`config.mk`:
```
export PLATFORM = sky130hd
export DESIGN_NAME = reg_bank_reader_flat
export DESIGN_NICKNAME = d
export VERILOG_FILES = /design/src/rtl/reg_bank_pkg.sv /design/src/rtl/reg_bank_reader_if.sv /design/src/rtl/reg_bank_mux.sv /design/src/rtl/reg_bank_reader.sv /design/src/flat_wrapper.sv
export SDC_FILE = /design/constraint.sdc
export NUM_CORES = 1
export LEC_CHECK = 0
export ABC_AREA = 0
export ABC_CLOCK_PERIOD_IN_PS = 1700
export BUFFER_PORTS_ARGS = -buffer_cell sky130_fd_sc_hd__buf_2
export CAP_MARGIN = 20
export CELL_PAD_IN_SITES_DETAIL_PLACEMENT = 1
export CELL_PAD_IN_SITES_GLOBAL_PLACEMENT = 2
export CORE_MARGIN = 10
export CORE_UTILIZATION = 20
export CTS_BUF_LIST = sky130_fd_sc_hd__clkbuf_8
export DETAILED_ROUTE_END_ITERATION = 10
export PLACE_DENSITY_LB_ADDON = 0.1
export SLEW_MARGIN = 20
export SYNTH_ARGS = -nofsm -noshare
export SYNTH_HDL_FRONTEND = slang
export SYNTH_SLANG_ARGS = --single-unit
```
`constraint.sdc`:
```
create_clock -name clk -period 1.7 [get_ports clk]
set_input_delay 0.255 -clock clk [delete_from_list [all_inputs] [get_ports clk]]
set_output_delay 0.255 -clock clk [all_outputs]
set_load 0.005 [all_outputs]
```
`src/rtl/reg_bank_pkg.sv`:
```
// Shared types and helpers for the register-bank read port.
// Optional feature macro: REG_BANK_READER_BYPASS_EN (write-data bypass on hazards).
package reg_bank_pkg;

  // Read-port controller states
  typedef enum logic [1:0] {
    IDLE = 2'd0,
    READ = 2'd1,
    RESP = 2'd2
  } rbr_state_t;

  // Default bank geometry
  localparam int DEPTH_DEF = 8;
  localparam int WIDTH_DEF = 8;

  // Upper bounds the selection helper is written for (64 entries x 64 bits)
  localparam int MAX_DEPTH = 64;
  localparam int MAX_WIDTH = 64;
  localparam int MAX_BITS  = MAX_DEPTH * MAX_WIDTH;
  localparam int SEL_W     = $clog2(MAX_BITS);
  localparam int BIT_W     = $clog2(MAX_WIDTH);

  // Pick entry 'addr' out of a flattened Q bus whose entries are 'width' bits.
  // The bus is passed zero-extended to MAX_BITS so one helper serves any geometry.
  function automatic logic [MAX_WIDTH-1:0] entry_sel(
    input logic [MAX_BITS-1:0] bank_q,
    input int unsigned         width,
    input int unsigned         addr
  );
    logic [MAX_WIDTH-1:0] word;
    int unsigned          base;
    word = '0;
    base = addr * width;
    for (int unsigned b = 0; b < MAX_WIDTH; b++) begin
      if ((b < width) && ((base + b) < MAX_BITS)) begin
        word[BIT_W'(b)] = bank_q[SEL_W'(base + b)];
      end
    end
    return word;
  endfunction

endpackage

```
`src/rtl/reg_bank_reader_if.sv`:
```
// Request/response channel between a consumer and the bank read port.
// Optional feature macro: REG_BANK_READER_BYPASS_EN (does not change this interface).
interface reg_bank_reader_if #(
  parameter int AW    = 3,
  parameter int WIDTH = 8
);

  logic             req_valid;
  logic             req_ready;
  logic [AW-1:0]    req_addr;
  logic             rsp_valid;
  logic             rsp_ready;
  logic [WIDTH-1:0] rsp_data;
  logic             rsp_err;

  // Consumer side: issues requests, accepts responses
  modport master (
    output req_valid, req_addr, rsp_ready,
    input  req_ready, rsp_valid, rsp_data, rsp_err
  );

  // Reader side
  modport slave (
    input  req_valid, req_addr, rsp_ready,
    output req_ready, rsp_valid, rsp_data, rsp_err
  );

endinterface

```
`src/rtl/reg_bank_mux.sv`:
```
// Combinational entry selector for the bank read port: picks the addressed
// word, flags out-of-range addresses and same-cycle writes to that entry.
// Optional feature macro: REG_BANK_READER_BYPASS_EN -- when defined, a hazard
// forwards wr_data instead of the (about to change) bank entry.
module reg_bank_mux
  import reg_bank_pkg::*;
#(
  parameter int DEPTH = DEPTH_DEF,
  parameter int WIDTH = WIDTH_DEF,
  parameter int AW    = $clog2(DEPTH)
) (
  input  logic [DEPTH*WIDTH-1:0] bank_q,
  input  logic [AW-1:0]          addr,
  input  logic [DEPTH-1:0]       wr_en,
  input  logic [WIDTH-1:0]       wr_data,
  output logic [WIDTH-1:0]       word,
  output logic                   hazard,
  output logic                   oob
);

  logic [MAX_BITS-1:0] q_ext;
  logic [WIDTH-1:0]    sel_word;
  logic [DEPTH-1:0]    hit_vec;

  assign q_ext    = MAX_BITS'(bank_q);
  assign sel_word = WIDTH'(entry_sel(q_ext, 32'(WIDTH), 32'(addr)));

  // Addresses past the last entry are only possible when DEPTH is not a power of two
  assign oob = (32'(addr) >= 32'(DEPTH));

  // One decode term per entry: that entry is addressed and being written this cycle
  for (genvar gi = 0; gi < DEPTH; gi++) begin : g_hit
    assign hit_vec[gi] = wr_en[gi] && (addr == AW'(gi));
  end

  // Out-of-range reads never see a hazard; other entries' writes are ignored
  assign hazard = (|hit_vec) && !oob;

  // Output word: zero for out-of-range, forwarded write data on a bypassed hazard
  always_comb begin
    word = sel_word;
    if (oob) begin
      word = '0;
    end
`ifdef REG_BANK_READER_BYPASS_EN
    else if (hazard) begin
      word = wr_data;
    end
`endif
  end

`ifndef REG_BANK_READER_BYPASS_EN
  // Write data is only forwarded in the bypass build
  logic unused_wr_data;
  assign unused_wr_data = ^wr_data;
`endif

endmodule

```
`src/rtl/reg_bank_reader.sv`:
```
// Read-port controller for the flip-flop register bank. Accepts a request,
// spends one READ cycle sampling the addressed entry, then holds the
// registered response until the consumer takes it.
// Optional feature macro: REG_BANK_READER_BYPASS_EN -- when defined, a write to
// the addressed entry during READ is forwarded; otherwise READ waits it out.
module reg_bank_reader
  import reg_bank_pkg::*;
#(
  parameter int DEPTH = DEPTH_DEF,
  parameter int WIDTH = WIDTH_DEF
) (
  input  logic                   clk,
  input  logic                   rst_n,
  input  logic [DEPTH*WIDTH-1:0] bank_q,
  input  logic [DEPTH-1:0]       wr_en,
  input  logic [WIDTH-1:0]       wr_data,
  reg_bank_reader_if.slave       bus
);

  localparam int AW = $clog2(DEPTH);

  rbr_state_t       state;
  logic [AW-1:0]    addr_reg;
  logic             rsp_valid_reg;
  logic [WIDTH-1:0] rsp_data_reg;
  logic             rsp_err_reg;

  logic [WIDTH-1:0] word;
  logic             hazard;
  logic             oob;
  logic             sample_ok;

  reg_bank_mux #(
    .DEPTH (DEPTH),
    .WIDTH (WIDTH),
    .AW    (AW)
  ) u_mux (
    .bank_q  (bank_q),
    .addr    (addr_reg),
    .wr_en   (wr_en),
    .wr_data (wr_data),
    .word    (word),
    .hazard  (hazard),
    .oob     (oob)
  );

`ifdef REG_BANK_READER_BYPASS_EN
  // The mux already forwards wr_data, so READ always completes in one cycle
  logic unused_hazard;
  assign unused_hazard = hazard;
  assign sample_ok     = 1'b1;
`else
  // The entry's Q changes at this edge; wait for a write-free cycle
  assign sample_ok = !hazard;
`endif

  // Ready depends only on state and the consumer, never on req_valid/req_addr
  assign bus.req_ready = (state == IDLE) || ((state == RESP) && bus.rsp_ready);
  assign bus.rsp_valid = rsp_valid_reg;
  assign bus.rsp_data  = rsp_data_reg;
  assign bus.rsp_err   = rsp_err_reg;

  // Request/response FSM with registered response outputs
  always_ff @(posedge clk or negedge rst_n) begin
    if (!rst_n) begin
      state         <= IDLE;
      addr_reg      <= '0;
      rsp_valid_reg <= 1'b0;
      rsp_data_reg  <= '0;
      rsp_err_reg   <= 1'b0;
    end else begin
      case (state)
        IDLE: begin
          if (bus.req_valid) begin
            addr_reg <= bus.req_addr;
            state    <= READ;
          end
        end
        READ: begin
          if (sample_ok) begin
            rsp_data_reg  <= word;
            rsp_err_reg   <= oob;
            rsp_valid_reg <= 1'b1;
            state         <= RESP;
          end
        end
        RESP: begin
          if (bus.rsp_ready) begin
            // Response leaves this edge; a waiting request is taken on the same edge
            rsp_valid_reg <= 1'b0;
            if (bus.req_valid) begin
              addr_reg <= bus.req_addr;
              state    <= READ;
            end else begin
              state <= IDLE;
            end
          end
        end
        default: begin
          state <= IDLE;
        end
      endcase
    end
  end

endmodule
```
`src/flat_wrapper.sv`:
```
// flat-port wrapper written by rule: the top's interface ports become plain ports
module reg_bank_reader_flat import reg_bank_pkg::*;
#(
  parameter int DEPTH = DEPTH_DEF,
  parameter int WIDTH = WIDTH_DEF
)
  (clk, rst_n, bank_q, wr_en, wr_data, bus_req_valid, bus_req_addr, bus_rsp_ready, bus_req_ready, bus_rsp_valid, bus_rsp_data, bus_rsp_err);
  reg_bank_reader_if #(.WIDTH(WIDTH)) bus_i ();
  input  logic clk;
  input  logic rst_n;
  input  logic [DEPTH*WIDTH-1:0] bank_q;
  input  logic [DEPTH-1:0] wr_en;
  input  logic [WIDTH-1:0] wr_data;
  input wire logic [$bits(bus_i.req_valid)-1:0] bus_req_valid;
  input wire logic [$bits(bus_i.req_addr)-1:0] bus_req_addr;
  input wire logic [$bits(bus_i.rsp_ready)-1:0] bus_rsp_ready;
  output wire logic [$bits(bus_i.req_ready)-1:0] bus_req_ready;
  output wire logic [$bits(bus_i.rsp_valid)-1:0] bus_rsp_valid;
  output wire logic [$bits(bus_i.rsp_data)-1:0] bus_rsp_data;
  output wire logic [$bits(bus_i.rsp_err)-1:0] bus_rsp_err;
  assign bus_i.req_valid = bus_req_valid;
  assign bus_i.req_addr = bus_req_addr;
  assign bus_i.rsp_ready = bus_rsp_ready;
  assign bus_req_ready = bus_i.req_ready;
  assign bus_rsp_valid = bus_i.rsp_valid;
  assign bus_rsp_data = bus_i.rsp_data;
  assign bus_rsp_err = bus_i.rsp_err;
  reg_bank_reader #(.DEPTH(DEPTH), .WIDTH(WIDTH)) u_core (.clk(clk), .rst_n(rst_n), .bank_q(bank_q), .wr_en(wr_en), .wr_data(wr_data), .bus(bus_i));
endmodule
```
## Yosys cells after proc, flatten, opt, wreduce, memory -nomap -nowiden

Index checks and enable logic that the tools add are counted.

- Output and inout port bits: 11
- Logic and storage cells: 94
- Flip-flop bits (word level): 14
- Input bits: 87

- Mux-type cells: 35
- Order comparisons: 16
- Reduce and logical (&&, ||, !) cells: 19
- Bitwise logic cells: 1
- Add/sub/neg operators: 7
- Equal/unequal tests: 12

Operator list:

| operator | count |
|---|---|
| less-than comparator 32 x 13 -> 1 bit, second input constant | 7 |
| less-than comparator 7 x 13 -> 1 bit, second input constant | 7 |
| binary-select mux 1 bit (select 12 bit) | 7 |
| adder 6 x 3 -> 7 bit, second input constant | 4 |
| less-than comparator 6 x 13 -> 1 bit, second input constant | 2 |
| 2-to-1 mux 1 bit | 19 |
| adder 6 x 2 -> 7 bit, second input constant | 2 |
| == test 3 bit, second input constant | 4 |
| logical AND 1 bit | 9 |
| OR reduction 8 bit | 1 |
| adder 6 x 1 -> 7 bit, second input constant | 1 |
| == test 3 x 2 -> 1 bit, second input constant | 2 |
| 2-to-1 mux 2 bit | 3 |
| 2-to-1 mux 3 bit | 2 |
| inequality test 2 bit, second input constant | 3 |
| one-hot mux 2 bit (3 select lines) | 1 |
| one-hot mux 3 bit (2 select lines) | 1 |
| AND reduction 3 bit | 2 |
| AND reduction 2 bit | 2 |
| nonzero test 2 bit | 2 |
| binary-select mux 1 bit (select 3 bit) | 1 |
| == test 3 x 1 -> 1 bit, second input constant | 1 |
| zero test 3 bit | 1 |
| == test 2 x 1 -> 1 bit, second input constant | 1 |
| other kinds (5) | 5 |

## Longest topological paths before layout

- Depth after elaboration: 5
- Mapped depth: 5
- Mapped depth without buffers: 4

## Hierarchy

A second synthesis with hierarchy kept.

- Cells, all modules: 99
- Area total of the unflattened synthesis: 1206.2 µm²

By module, submodules not included:

| module | times used | cells an instance | area an instance (µm²) | seq. area each (µm²) |
|---|---|---|---|---|
| reg_bank_mux | 1 | 59 | 613.1 | 0.0 |
| reg_bank_reader | 1 | 40 | 593.1 | 375.4 |

## Worst setup path before layout

No wires, ideal clock.

- Path kind: register -> register
- Start: register u_core.addr_reg[1]
- End: register u_core.rsp_data_reg[0], in the netlist u_core.bus.rsp_data[0]
- Data arrival time: 1.643 ns
- Stages on the path, launching flop included: 6
- Setup time: 0.125 ns
- Path buffers: 1
- Required time: 1.575 ns
- Setup slack: -0.068 ns
- Clock period less this slack: 1.768 ns
- Path through: dfrtp_1 > buf_6 > mux2i_1 > mux4_2 > nand3_4 > mux2_2

- Cells in the longest elaborated chain, start to end: 5
- Elaborated cells between the ends (all ways): 23
- Classes of those cells: 1 x order compare; 7 x eq/ne; 3 x mux; 1 x bitwise; 11 x reduce/logical

Ends and longest elaborated chain:

| what | RTL line | text |
|---|---|---|
| start: declaration | reg_bank_reader.sv:23 | `logic [AW-1:0] addr_reg;` |
| start signal: assignment | reg_bank_reader.sv:75 | `addr_reg <= bus.req_addr;` |
| start signal: assignment | reg_bank_reader.sv:92 | `addr_reg <= bus.req_addr;` |
| branches (longest 5 deep; another with less-than comparator 6 x 13 -> 1 bit) | - |  |
| end signal: assignment | reg_bank_reader.sv:81 | `rsp_data_reg <= word;` |
| end: declaration | reg_bank_reader.sv:25 | `logic [WIDTH-1:0] rsp_data_reg;` |

Parallel ways; which one is timed is not known. The select of a mux whose other input is x is not followed.
A chain may end at the register's enable or synchronous reset.

## Final worst setup path

- Start: register u_core.addr_reg[1]
- End: register u_core.rsp_data_reg[2], in the netlist u_core.bus.rsp_data[2]

- Cells in the longest elaborated chain, start to end: 5
- Elaborated cells between the ends (all ways): 24
- Classes of those cells: 1 x add/sub; 1 x order compare; 7 x eq/ne; 3 x mux; 1 x bitwise; 11 x reduce/logical

Ends and longest elaborated chain:

| what |
|---|
| branches (longest 5 deep; another with adder 6 x 2 -> 7 bit) |

Parallel ways; which one is timed is not known. The select of a mux whose other input is x is not followed.

==> reports/summary.txt <==
Final WS setup - -55.2 ps
worst path required time - 1830 ps
Routability Congestion - 0.744
slowest CP cell - mux4_2
Worst Skew - 2.18 ps
nets - 258
Startpoint Class - flip-flop
Total Routed Length - 4390 µm
DRC viols - 0
number of global-route vias before repair - 1254
CTS H-tree lvls - 1
DPL Wire Length - 3570 µm
Initial Utilization - 0.205
Setup crit end kind - flip-flop
Max FO, Critical Path - 6
pwr dens - 1610 nW/µm²
Setup-failing EPs final - 8
Pre-Repair DR Iteration Count - 4
violated checks - setup timing
Post-DP Area - 1660 µm²
All-Layer GR Usage - 0.0950
reg2reg setup slack - -60 ps
status - finished, violations left
area leader, netlist - dfrtp_1
share of layout cells above drive strength 1 - 0.840
final antenna-violating net count - 0
max reg flops - 8
final worst-path cycle share - 1.03
Fin. Hold Viols - 0
routed via count - 1056
Placed Cells - 231
Yosys top cell area share - 0.313
total grt overflow - 0
delay-heaviest family, CP - multiplexers
Cell Rows - 27
first-pass GRT wire length - 6690 µm
CTS Buf Count - 3
min-delay worst type - in -> reg
warning count from the yosys run - 0
Clock Tree Buf Depth - 2
Yosys reg bits - 14
num ports - 98
Die Y - 94.8 µm
Hold EP - u_core.state[1]
clock edge transition at the registers on the reported setup and hold paths - 60 ps
Synth area leaders - dfrtp_1 (31%), mux4_2 (28%), mux2_2 (19%)
Worst VDD drop - 572 µV
core area - 5470 µm²
Gate Count Post-Synth - 71
port bufs - 88
fin cells - 241
fmax - 570 MHz
CTS tree - built
area grow syn2layout - 62.9%
clock root buffer - clkbuf_8
Avg WL per Cell - 18.2 µm
Worst Reg2Reg Path Length in Cells - 4
min Tclk post-route - 1760 ps
worst r2r dst - u_core.bus.rsp_data[2]
Cell Area, Synth - 1120 µm²
Mapped Nets - 158
Hold WS - 213 ps
Buf/Inv on CP - 0
Unique masters post-synth - 16
vias per cell - 4.38
slowest stage delay, CP - 570 ps
Worst R2R Start - u_core.addr_reg[1]
Leak - 0.899 nW
Pwr Total - 2.94 mW
initial antenna violation count - 0
fin area - 1820 µm²
Clk Latency, worst-skew pair - 240 ps
Die W - 94.8 µm
RSZ-0062 raised after global routing - yes
max cap viols - 0
clk sinks - 14
die area - 8990 µm²
largest net degree at the start of global routing - 15
CP Data Arrival Time - 1880 ps
post-synthesis sequential area ratio - 0.313
initial drt markers - 24
Mapped Avg Cell Area - 15.8 µm²
Slew Limit Fails - 0
# diodes - 0
crit-path cells - mux2i_1 -> mux4_2 -> nand3_4 -> mux2_4
WS Path Type - reg -> reg
Hold Path Origin - bus_rsp_ready
hold path depth - 2
## layout make-up
| type | count | area, µm² |
|---|---|---|
| tap | 72 | 90.1 |
| multi-input combinational | 50 | 762 |
| sequential | 14 | 353 |
| clock buffer | 3 | 41.3 |
| inverter | 2 | 7.51 |
| fill | 645 | 3650 |
| timing repair buffer | 100 | 571 |
## power by group
group / switching [mW] / total [mW] / internal [mW]
Sequential: 0.152 / 0.662 / 0.510
Combinational: 0.712 / 2.00 / 1.29
Clock: 0.119 / 0.276 / 0.157
## worst reg2reg max path, cell delays in order (launching register included)
cell and delay [ps]:
dfrtp_2 460, mux2i_1 130, mux4_2 570, nand3_4 160
mux2_4 320
## how the worst max path moves through the flow
stage / start / end / cells after the start
finish: u_core.addr_reg[1] / u_core.bus.rsp_data[2] / 4
global route: u_core.addr_reg[0] / u_core.bus.rsp_data[2] / 4
global placement: u_core.addr_reg[1] / u_core.bus.rsp_data[4] / 4
CTS: u_core.addr_reg[0] / u_core.bus.rsp_data[0] / 4
detailed placement: u_core.addr_reg[1] / u_core.bus.rsp_data[2] / 4
floorplan: u_core.addr_reg[1] / u_core.bus.rsp_data[0] / 5
## cell usage after synthesis
library cell,count
buf_2,2
nand3_4,1
mux4_1,3
a21oi_1,1
conb_1,1
o21bai_1,1
buf_4,1
o31ai_1,2
mux4_2,14
dfrtp_1,14
mux2_2,19
and2_1,1
inv_1,2
nand2_1,2
buf_6,3
mux2i_1,4
## per-stage QoR
| step | worst slack, ps | util | setup TNS [ps] |
|---|---|---|---|
| 4_1_cts | -72.1 | 0.324 | -440 |
| 6_report | -55.2 | 0.333 | -322 |
| 5_1_grt | -93.3 | 0.333 | -661 |
| 3_5_place_dp | -151 | 0.303 | -1100 |
| 3_3_place_gp | -112 | 0.303 | -885 |
| 2_1_floorplan | -43.1 | - | -345 |
## kinds of logic after synthesis
| family | after synthesis | share of synthesized area |
|---|---|---|
| AOI/OAI and AO/OA | 4 | 0.0246 |
| buffers and inverters | 8 | 0.0525 |
| DFF | 14 | 0.313 |
| muxes | 40 | 0.579 |
| other | 1 | 0.00335 |
| and+or+nand+nor | 4 | 0.0279 |
## routing by layer
layer,global-route usage,share of wire
met1,0.105,0.41
met2,0.168,0.49
met3,0.0309,0.089
met4,0.0299,0.0096
met5,0,0
## what timing repair did
action	in CTS	in global routing
endpoints found under the hold margin	14	0
setup buffers	3	1
setup endpoints to repair	8	8
gates resized for setup	8	12
gates cloned	1	1
hold buffers	1	0
## cells in the final DEF (no fill, tap or decap)
cell	count
clkbuf_8	3
inv_1	2
clkbuf_16	1
nand2_1	2
buf_12	1
and2_1	1
buf_2	88
dfrtp_1	12
mux2_4	12
mux2i_1	4
buf_6	2
o31ai_1	2
mux2_2	7
o21bai_1	1
dlygate4sd3_1	1
dfrtp_2	2
nand3_4	2
buf_4	7
mux4_2	17
a21oi_1	1
conb_1	1
Power figures use the tool's default switching activity.
